==> src/rtl/lsu_pipe_unit.sv <==
// Single-outstanding load/store unit between ALU and writeback, driving a req/gnt/rvalid bus.
// Optional bus watchdog: define LSU_BUS_TIMEOUT_EN (limit set by TIMEOUT_CYCLES).
`timescale 1ns/1ps
module lsu_pipe_unit #(
  parameter int unsigned DATA_W         = 32,
  parameter int unsigned ADDR_W         = 32,
  parameter int unsigned TIMEOUT_CYCLES = 64
) (
  input  logic                clock,
  input  logic                reset,
  input  logic                req_valid_ip,
  output logic                req_ready_op,
  input  logic                req_we_ip,
  input  logic [1:0]          req_size_ip,
  input  logic                req_unsigned_ip,
  input  logic [ADDR_W-1:0]   req_addr_ip,
  input  logic [DATA_W-1:0]   req_wdata_ip,
  input  logic [4:0]          req_rd_ip,
  output logic                data_req_op,
  input  logic                data_gnt_ip,
  output logic [ADDR_W-1:0]   data_addr_op,
  output logic                data_we_op,
  output logic [DATA_W/8-1:0] data_be_op,
  output logic [DATA_W-1:0]   data_wdata_op,
  input  logic                data_rvalid_ip,
  input  logic [DATA_W-1:0]   data_rdata_ip,
  output logic                rsp_valid_op,
  output logic [DATA_W-1:0]   rsp_rdata_op,
  output logic [4:0]          rsp_rd_op,
  output logic                rsp_err_op,
  output logic                misalign_op,
  output logic                busy_op
);

  localparam int unsigned BeW  = DATA_W / 8;
  localparam int unsigned OffW = $clog2(BeW);

  if (!(DATA_W == 32 || DATA_W == 64) || TIMEOUT_CYCLES == 0) begin : g_param_check
    $error("lsu_pipe_unit: unsupported DATA_W or TIMEOUT_CYCLES");
  end

  typedef enum logic [1:0] {StIdle, StReq, StWait, StResp} state_e;

  state_e              state_q, state_d;
  logic                we_q;
  logic [1:0]          size_q;
  logic                uns_q;
  logic [ADDR_W-1:0]   addr_q;
  logic [DATA_W-1:0]   wdata_q;
  logic [4:0]          rd_q;
  logic                err_q, err_d;
  logic                mis_q, mis_d;
  logic [DATA_W-1:0]   rdata_q, rdata_d;

  logic                accept;
  logic                req_illegal;
  logic                req_misalign;
  logic [OffW-1:0]     off;
  int unsigned         size_bits;
  logic [DATA_W-1:0]   rd_shift;
  logic [DATA_W-1:0]   load_ext;
  logic [DATA_W-1:0]   wdata_rep;
  logic [BeW-1:0]      be_base;

`ifdef LSU_BUS_TIMEOUT_EN
  localparam int unsigned CntW = $clog2(TIMEOUT_CYCLES + 1);
  logic [CntW-1:0] cnt_q, cnt_d;
`endif

  assign req_ready_op = (state_q == StIdle) || (state_q == StResp);
  assign accept       = req_valid_ip & req_ready_op;
  assign off          = addr_q[OffW-1:0];

  // An illegal size has no alignment rule, so it is reported as non-misaligned.
  always_comb begin
    req_illegal = (req_size_ip == 2'd3) && (DATA_W == 32);
    unique case (req_size_ip)
      2'd0:    req_misalign = 1'b0;
      2'd1:    req_misalign = req_addr_ip[0];
      2'd2:    req_misalign = |req_addr_ip[1:0];
      default: req_misalign = |req_addr_ip[2:0];
    endcase
  end

  always_comb begin
    size_bits = 32'd8 << size_q;
    rd_shift  = data_rdata_ip >> {off, 3'b000};
    load_ext  = '0;
    wdata_rep = '0;
    for (int unsigned i = 0; i < DATA_W; i++) begin
      if (i < size_bits) load_ext[i] = rd_shift[i];
      else               load_ext[i] = ~uns_q & rd_shift[size_bits-1];
      wdata_rep[i] = wdata_q[i & (size_bits - 1)];
    end
  end

  always_comb begin
    unique case (size_q)
      2'd0:    be_base = BeW'(8'h01);
      2'd1:    be_base = BeW'(8'h03);
      2'd2:    be_base = BeW'(8'h0F);
      default: be_base = BeW'(8'hFF);
    endcase
  end

  always_comb begin
    state_d = state_q;
    err_d   = err_q;
    mis_d   = mis_q;
    rdata_d = rdata_q;
    unique case (state_q)
      StIdle, StResp: begin
        state_d = StIdle;
        if (accept) begin
          rdata_d = '0;
          mis_d   = 1'b0;
          err_d   = 1'b0;
          if (req_illegal) begin
            state_d = StResp;
            err_d   = 1'b1;
          end else if (req_misalign) begin
            state_d = StResp;
            err_d   = 1'b1;
            mis_d   = 1'b1;
          end else begin
            state_d = StReq;
          end
        end
      end
      StReq: begin
        if (data_gnt_ip) state_d = StWait;
      end
      StWait: begin
        if (data_rvalid_ip) begin
          state_d = StResp;
          rdata_d = we_q ? '0 : load_ext;
        end
      end
      default: state_d = StIdle;
    endcase
`ifdef LSU_BUS_TIMEOUT_EN
    cnt_d = cnt_q;
    if (accept) begin
      cnt_d = '0;
    end else if (state_q == StReq || state_q == StWait) begin
      // A response arriving on the final cycle still wins over the watchdog.
      if (cnt_q == CntW'(TIMEOUT_CYCLES - 1) && !(state_q == StWait && data_rvalid_ip)) begin
        state_d = StResp;
        err_d   = 1'b1;
        mis_d   = 1'b0;
        rdata_d = '0;
      end else begin
        cnt_d = cnt_q + CntW'(1);
      end
    end
`endif
  end

  always_ff @(posedge clock or negedge reset) begin
    if (!reset) begin
      state_q <= StIdle;
      we_q    <= 1'b0;
      size_q  <= 2'd0;
      uns_q   <= 1'b0;
      addr_q  <= '0;
      wdata_q <= '0;
      rd_q    <= '0;
      err_q   <= 1'b0;
      mis_q   <= 1'b0;
      rdata_q <= '0;
`ifdef LSU_BUS_TIMEOUT_EN
      cnt_q   <= '0;
`endif
    end else begin
      state_q <= state_d;
      err_q   <= err_d;
      mis_q   <= mis_d;
      rdata_q <= rdata_d;
`ifdef LSU_BUS_TIMEOUT_EN
      cnt_q   <= cnt_d;
`endif
      if (accept) begin
        we_q    <= req_we_ip;
        size_q  <= req_size_ip;
        uns_q   <= req_unsigned_ip;
        addr_q  <= req_addr_ip;
        wdata_q <= req_wdata_ip;
        rd_q    <= req_rd_ip;
      end
    end
  end

  assign data_req_op   = (state_q == StReq);
  assign data_addr_op  = data_req_op ? {addr_q[ADDR_W-1:OffW], {OffW{1'b0}}} : '0;
  assign data_we_op    = data_req_op & we_q;
  assign data_be_op    = data_req_op ? (be_base << off) : '0;
  assign data_wdata_op = data_req_op ? wdata_rep : '0;

  assign rsp_valid_op  = (state_q == StResp);
  assign rsp_rdata_op  = rsp_valid_op ? rdata_q : '0;
  assign rsp_rd_op     = rsp_valid_op ? rd_q : '0;
  assign rsp_err_op    = rsp_valid_op & err_q;
  assign misalign_op   = rsp_valid_op & mis_q;
  assign busy_op       = (state_q == StReq) || (state_q == StWait);

endmodule

==> config.mk <==
export PLATFORM = sky130hd
export DESIGN_NAME = lsu_pipe_unit
export DESIGN_NICKNAME = d
export VERILOG_FILES = /design/src/rtl/lsu_pipe_unit.sv
export SDC_FILE = /design/constraint.sdc
export NUM_CORES = 1
export LEC_CHECK = 0
export CELL_PAD_IN_SITES_DETAIL_PLACEMENT = 1
export CELL_PAD_IN_SITES_GLOBAL_PLACEMENT = 2
export CORE_UTILIZATION = 29
export CTS_CLUSTER_SIZE = 10
export DETAILED_ROUTE_END_ITERATION = 12
export GPL_ROUTABILITY_DRIVEN = 0
export PLACE_DENSITY = 0.83
export SYNTH_ARGS = -nofsm -noshare
export SYNTH_HDL_FRONTEND = slang
export SYNTH_SLANG_ARGS = --single-unit
==> constraint.sdc <==
create_clock -name clock -period 3.8 [get_ports clock]
set_input_delay 0.76 -clock clock [delete_from_list [all_inputs] [get_ports clock]]
set_output_delay 0.76 -clock clock [all_outputs]
set_load 0.01 [all_outputs]
==> key figures, run 1 <==
Synth
  • Yosys warning total: 0
  • Sequential area share after synthesis: 46.06%
  • Synthesized cell area: 5922 sq um
  • FF+latch count, synth: 109
  • Syn_area_per_cell: 11.11 sq um
  • FFs w/ async S/R, synth: 100.0%
  • Synth Flop Type: dfrtp_1
  • Post-Synthesis Cells: 533
  • Distinct cells, synth: 48
  • Post-synth EDFFs: 0

Worst setup path
  • Startpoint Class: flip-flop
  • Crit path kind: flip-flop to output pin
  • RR Startpoint: state_q[0]
  • Max FO, Critical Path: 17
  • Origin of the worst setup path: size_q[1]
  • Setup crit end kind: output pin
  • Req. time, crit path: 3.04 ns
  • Critical Path AT: 2.86 ns

Timing
  • Final worst-path cycle share: 95.28%
  • Min Hold Slack: 0.4818 ns
  • Final Critical Period: 3.620 ns
  • Max_slew headroom: 13.55%
  • Setup TNS: 0 ns
  • Fmax: 276.2 MHz
  • Final hold viol count: 0
  • Skew final: 0.01156 ns
  • Worst slew pin tran: 1.297 ns
  • RSZ-0062 raised after global routing: false
  • Fin worst setup slack: 0.1795 ns
  • Max-slew violations: 0
  • Final Setup Violations: 0

Job
  • Max cap viols: 0

CTS
  • CTS Buf Count: 9
  • Reg clk slew, reported paths: 0.08 ns
  • Hold-fix buffers at CTS: 0
  • H-tree depth: 3
  • Clock sinks: 109
  • Clock buffer depth: 2
  • CTS tree: built
  • Later-pin clock latency in the skew report: 0.35 ns
  • Clock Root Buffer: clkbuf_16

Power and ir drop
  • Int Pwr: 4.057 mW
  • Sw Share: 38.98%
  • Static leakage: 3.514 nW
  • Logic pwr share: 53.8%
  • Clock share of power: 14.6%
  • Power per cell area: 768.5 nW/um^2
  • P_sw: 2.592 mW
  • Worst IR drop on VDD: 0.0003519 V
  • Flop pwr share: 31.7%

Place
  • HPWL Detailed: 14.00 mm
  • IO Port Bufs: 219
  • DP Worst Slack: 0.4044 ns

Hold path
  • Hold_sp: err_q
  • Hold Crit Class: flip-flop to flip-flop

Routing
  • Routed wire length: 18.96 mm
  • Vias per Instance: 4.885
  • Vias: 4,890
  • WL/cell: 18.94 um
  • DRC Markers: 0
  • Remaining antenna violation count: 0
  • TritonRoute pass-1 iters: 4
  • First-iteration detailed-routing DRC count: 205

Final layout
  • Commonest non-fill, non-tap cells in the layout: clkdlybuf4s50_1, dfrtp_1, mux2_2
  • Most common cell after layout, fill and taps aside: clkdlybuf4s50_1
  • Diodes inserted: 0
  • P&R area growth vs syn: 46.10%
  • Final design utilization: 43.88%
  • Layout Nets: 845
  • Share of cells above drive strength 1: 16.58%

GRT
  • Largest net degree at the start of global routing: 78
  • GR Util All Layers: 18.22%
  • First-pass GRT wire length: 30.28 mm
  • Initial antenna violation count: 0
  • Vias in the first global route: 5,364
  • Met2 Use GR: 29.88%
  • Grt met1 use: 23.22%
  • Met3 Usage GRT: 5.126%
  • Overflow after GRT: 0
  • GR peak layer: met2

Run status
  • Status: complete, no violations

Floorplan
  • Full die area: 21,000 sq um
  • Row count: 51
  • CORE AREA: 19,720 sq um
  • Die X: 144.9 um
  • Die Y: 144.9 um
  • Ports: 222
  • Initial Util: 30.03%
-- path summary, 6_finish.rpt --
check | end | slack [ns] | cells past startpoint
setup / recovery | data_wdata_op[30] | 0.18 | 8
setup reg to reg | rdata_q[20] | 1.11 | 6
max in group asynchronous | state_q[0] | 2.54 | 2
hold / removal | err_q | 0.48 | 2
hold reg to reg | err_q | 0.48 | 2
min in group asynchronous | rdata_q[25] | 0.51 | 1
-- kinds of logic (layout without fill, tap and decap cells) --
family,count (synthesis),in the layout,share of synthesized area [%]
simple gates,152,152,15.68
mux,111,111,20.52
flops,109,109,46.06
compound gates,103,103,12.78
buf+inv,52,254,3.909
fa+ha+maj,4,4,0.8452
other cells,1,2,0.06332
xor+xnor,1,1,0.1479
-- power by group through the flow --
stage	Combinational [mW]	Clock, mW	Sequential [mW]
floorplan	2.32	0	1.95
global placement	3.49	0	2.09
detailed placement	3.59	0	2.13
CTS	3.61	0.998	2.11
global route	3.87	1.04	2.18
finish	3.57	0.970	2.10
-- area by class of cell --
cell class,instances,area (sq um)
multi-input cells,373,2977
repair buffers,231,2292
flip-flops and latches,109,2728
fillers,2124,11070
well taps,265,331.6
clock buffers,10,229.0
clock inverters,6,68.82
inverters,7,26.28
-- sequential cells by signal (all words and copies together), names as in the netlist --
signal and count:
addr_q 32, rdata_q 32, wdata_q 32, rd_q 5
size_q 2, state_q 2, err_q 1, mis_q 1
uns_q 1, we_q 1
-- worst max-delay path: stages, from the launching register on --
cell	delay, ns
dfrtp_1	0.44
buf_4	0.24
nand2b_1	0.17
ha_1	0.28
buf_4	0.19
inv_1	0.11
nand2_1	0.23
o2bb2ai_1	0.27
clkdlybuf4s50_1	0.58
-- metal layers --
layer / share of wire (%) / up-vias / wire (um)
li1: - / 2289 / -
met2: 47 / 165 / 8953
met1: 44 / 2421 / 8437
met4: 1.2 / 0 / 233
met3: 7.0 / 15 / 1335
met5: 0 / - / 0
-- Yosys cell counts (all sizes together), types with 2 or more instances --
| cell | number | share of area, % |
|---|---|---|
| a211o | 7 | 1.0 |
| a21boi | 9 | 1.1 |
| a21oi | 5 | 0.42 |
| a22oi | 8 | 1.0 |
| a32o | 7 | 1.2 |
| a32oi | 16 | 2.4 |
| and2 | 79 | 8.3 |
| buf | 23 | 2.1 |
| clkbuf | 22 | 1.4 |
| dfrtp | 109 | 46 |
| ha | 4 | 0.85 |
| inv | 7 | 0.44 |
| mux2 | 83 | 16 |
| mux2i | 28 | 4.7 |
| nand2 | 33 | 2.1 |
| nand2b | 4 | 0.42 |
| nand3 | 2 | 0.17 |
| nor2 | 3 | 0.46 |
| nor2b | 19 | 2.1 |
| nor3 | 2 | 0.36 |
| nor4b | 2 | 0.40 |
| o21ai | 29 | 2.5 |
| o2bb2ai | 15 | 2.2 |
| or3 | 2 | 0.30 |
-- timing repair --
action | in CTS | in global routing
gates resized for setup | 0 | 0
pin swaps | 1 | 1
endpoints found under the setup margin | 1 | 8
hold endpoints to repair | 0 | 0
setup buffers | 0 | 2
-- stage by stage --
stage | area (sq um) | total power [mW] | std cells
after floorplan | 5926 | 4.266 | 534
after global placement | 8339 | 5.577 | 983
after detailed placement | 8339 | 5.714 | 983
after CTS | 8637 | 6.711 | 999
after global routing | 8652 | 7.094 | 1001
final | 8652 | 6.649 | 1001
(Power assumes the default switching activity.)
==> inputs of run 2 (changes only) <==
--- a/config.mk
+++ b/config.mk
@@ -7,11 +7,11 @@
 export LEC_CHECK = 0
 export CELL_PAD_IN_SITES_DETAIL_PLACEMENT = 1
 export CELL_PAD_IN_SITES_GLOBAL_PLACEMENT = 2
-export CORE_UTILIZATION = 29
+export CORE_UTILIZATION = 25
 export CTS_CLUSTER_SIZE = 10
 export DETAILED_ROUTE_END_ITERATION = 12
 export GPL_ROUTABILITY_DRIVEN = 0
-export PLACE_DENSITY = 0.83
+export PLACE_DENSITY = 0.76
 export SYNTH_ARGS = -nofsm -noshare
 export SYNTH_HDL_FRONTEND = slang
 export SYNTH_SLANG_ARGS = --single-unit
==> constraint.sdc (replaced) <==
create_clock -name clock -period 3.25 [get_ports clock]
set_input_delay 0.65 -clock clock [delete_from_list [all_inputs] [get_ports clock]]
set_output_delay 0.65 -clock clock [all_outputs]
set_load 0.01 [all_outputs]
==> key figures, run 2 (same netlist as run 1, synthesis figures left out) <==
Run status
  • Status: complete, no violations

Timing
  • Fmax: 327.1 MHz
  • Final hold viol count: 0 (unchanged)
  • RSZ-0062 raised after global routing: false
  • Final worst-path cycle share: 94.08%
  • Final Critical Period: 3.058 ns
  • Final Setup Violations: 0 (unchanged)
  • Worst slew pin tran: 0.6084 ns (-0.6883 ns)
  • Max-slew violations: 0 (unchanged)
  • Setup TNS: 0 ns (unchanged)
  • Skew final: 0.004914 ns (-0.006647 ns)
  • Fin worst setup slack: 0.1924 ns (+0.01291 ns)
  • Max_slew headroom: 59.44% (+46 points)

Worst setup path
  • Reg2reg setup slack: 0.81 ns (-0.30 ns)
  • Crit-path max cell delay: 0.57 ns (about the same)
  • Max FO, Critical Path: 11 (-6)
  • FF-to-FF path depth: 7 (+1)
  • Slowest CP cell: clkdlybuf4s50_1
  • Setup crit end kind: output pin
  • Critical Path AT: 2.41 ns (-0.45 ns)
  • RR Startpoint: state_q[0]
  • Crit path kind: flip-flop to output pin
  • Crit path cell chain: nand2b_1, ha_2, inv_1, nand2_2, o2bb2ai_1, clkdlybuf4s50_1
  • Req. time, crit path: 2.60 ns (-0.44 ns)
  • RR Endpoint: rdata_q[21]
  • Startpoint Class: flip-flop

Routing
  • TritonRoute pass-1 iters: 4 (unchanged)
  • First-iteration detailed-routing DRC count: 172 (-16%)
  • Vias per Instance: 4.678 (-4.2%)
  • DRC Markers: 0 (unchanged)
  • Vias: 4,935 (+0.92%)
  • Remaining antenna violation count: 0 (unchanged)
  • WL/cell: 19.02 um (+0.41%)
  • Routed wire length: 20.07 mm (+5.8%)

CTS
  • Clock buffer depth: 2 (unchanged)
  • CTS Buf Count: 9 (unchanged)
  • Reg clk slew, reported paths: 0.07 ns (about the same)
  • Postcts setup bufs: 0 (unchanged)
  • CTS tree: built
  • H-tree depth: 3 (unchanged)
  • Clock sinks: 109 (unchanged)
  • Later-pin clock latency in the skew report: 0.35 ns (about the same)
  • Clock Root Buffer: clkbuf_16

Floorplan
  • CORE AREA: 22,920 sq um (+16%)
  • Row count: 55 (+7.8%)
  • Die X: 155.9 um (+7.6%)
  • Full die area: 24,310 sq um (+16%)
  • Initial Util: 25.84% (-4.2 points)
  • Ports: 222 (unchanged)
  • Die Y: 155.9 um (+7.6%)

Power and ir drop
  • Power per cell area: 896.5 nW/um^2 (+17%)
  • Sw Share: 39.06% (+0.074 points)
  • Worst IR drop on VDD: 0.0003458 V (-1.7%)
  • Static leakage: 3.538 nW (+0.68%)
  • Logic pwr share: 54.3% (+0.5 points)
  • Flop pwr share: 31.5% (-0.2 points)
  • Clock share of power: 14.2% (-0.4 points)
  • P_sw: 3.070 mW (+18%)
  • Int Pwr: 4.790 mW (+18%)

GRT
  • GR Util All Layers: 16.68% (-1.5 points)
  • Overflow after GRT: 0 (unchanged)
  • First-pass GRT wire length: 31.13 mm (+2.8%)
  • Initial antenna violation count: 0 (unchanged)
  • Largest net degree at the start of global routing: 44 (-44%)
  • Met3 Usage GRT: 4.083% (-1.0 points)
  • GR peak layer: met2
  • Met2 Use GR: 27.44% (-2.4 points)
  • Grt met1 use: 21.37% (-1.9 points)
  • Vias in the first global route: 5,419 (+1.0%)

Place
  • HPWL Detailed: 14.94 mm (+6.7%)
  • DP Worst Slack: 0.2888 ns (-0.1156 ns)
  • IO Port Bufs: 219 (unchanged)

Hold path
  • Hold Crit Class: input pin to asynchronous set/reset pin

Final layout
  • Filler Cells Inserted: 2,501 (+18%)
  • Most common cell after layout, fill and taps aside: clkdlybuf4s50_1
  • Diodes inserted: 0 (unchanged)
  • Layout Nets: 851 (+0.71%)
  • Area of the multi-input gates: 2992 sq um (+0.50%)
  • Top Registers: addr_q x32, rdata_q x32, wdata_q x32
  • Sequential cell area: 2729 sq um (about the same)
  • Commonest non-fill, non-tap cells in the layout: clkdlybuf4s50_1, dfrtp_1, mux2_2
  • P&R area growth vs syn: 48.05%
  • Share of cells above drive strength 1: 17.52% (+0.94 points)

Job
  • Max cap viols: 0 (unchanged)
==> run 2: cell types whose count changed in the layout (fill, tap and decap cells not counted), sizes merged <==
cell      before  now
buf           13   19
inv            9    8
clkinvlp       1    2
clkinv         2    1
clkbuf        10   11
==> run 2: through the flow <==
step / power (mW) / cells / utilization (%) / hold WS, ns / area, sq um
global placement: 6.638 / 1039 / 36.92 / 0.4592 / 8459
floorplan: 4.988 / 534 / - / 0.3544 / 5926
detailed placement: 6.793 / 1039 / 36.92 / 0.4742 / 8459
global route: 8.451 / 1055 / 38.26 / 0.3156 / 8767
finish: 7.860 / 1055 / 38.26 / 0.2838 / 8767
CTS: 7.968 / 1055 / 38.20 / 0.2963 / 8753
==> run 2: timing repair <==
| action | CTS | global route |
|---|---|---|
| hold buffers | 0 | 0 |
| endpoints found under the setup margin | 8 | 9 |
| pin swaps | 0 | 0 |
| gates resized for setup | 1 | 4 |
| endpoints found under the hold margin | 0 | 0 |
==> run 2: power groups by stage <==
stage	sequential, mW	clock, mW	combinational (mW)
after global placement	2.46	0	4.17
after global routing	2.59	1.22	4.65
final	2.48	1.12	4.26
after CTS	2.48	1.18	4.32
after floorplan	2.27	0	2.71
after detailed placement	2.50	0	4.29
==> run 2: area by class of cell <==
type,count,area share (%)
multi-input cells,373,34.12
inverters,7,0.2997
clock buffers,11,2.654
flip-flops and latches,109,31.13
clock inverters,5,0.6708
repair buffers,237,26.66
well taps,313,4.467
==> run 2: layer usage <==
metal	part of all wire, %	up-vias
met5	0	-
met4	1.7	0
met3	7.5	23
met2	47	191
met1	44	2416
li1	-	2305
==> run 2: worst max-delay path by stage <==
stage / start / end / slack (ns) / depth (start not counted)
4_1_cts: size_q[1] / data_be_op[3] / 0.02 / 5
5_1_grt: size_q[1] / data_wdata_op[26] / 0.04 / 6
2_1_floorplan: size_q[0] / data_wdata_op[24] / 0.80 / 9
6_report: size_q[1] / data_wdata_op[26] / 0.19 / 6
3_3_place_gp: size_q[1] / data_wdata_op[26] / 0.46 / 6
3_5_place_dp: size_q[1] / data_wdata_op[26] / 0.29 / 6
==> run 2: critical path: cells and delay by family (launching register included) <==
kind	cells	cell delay [ns]
compound gates	1	0.23
fa+ha+maj	1	0.27
buf+inv	2	0.68
flops	1	0.50
simple gates	2	0.36
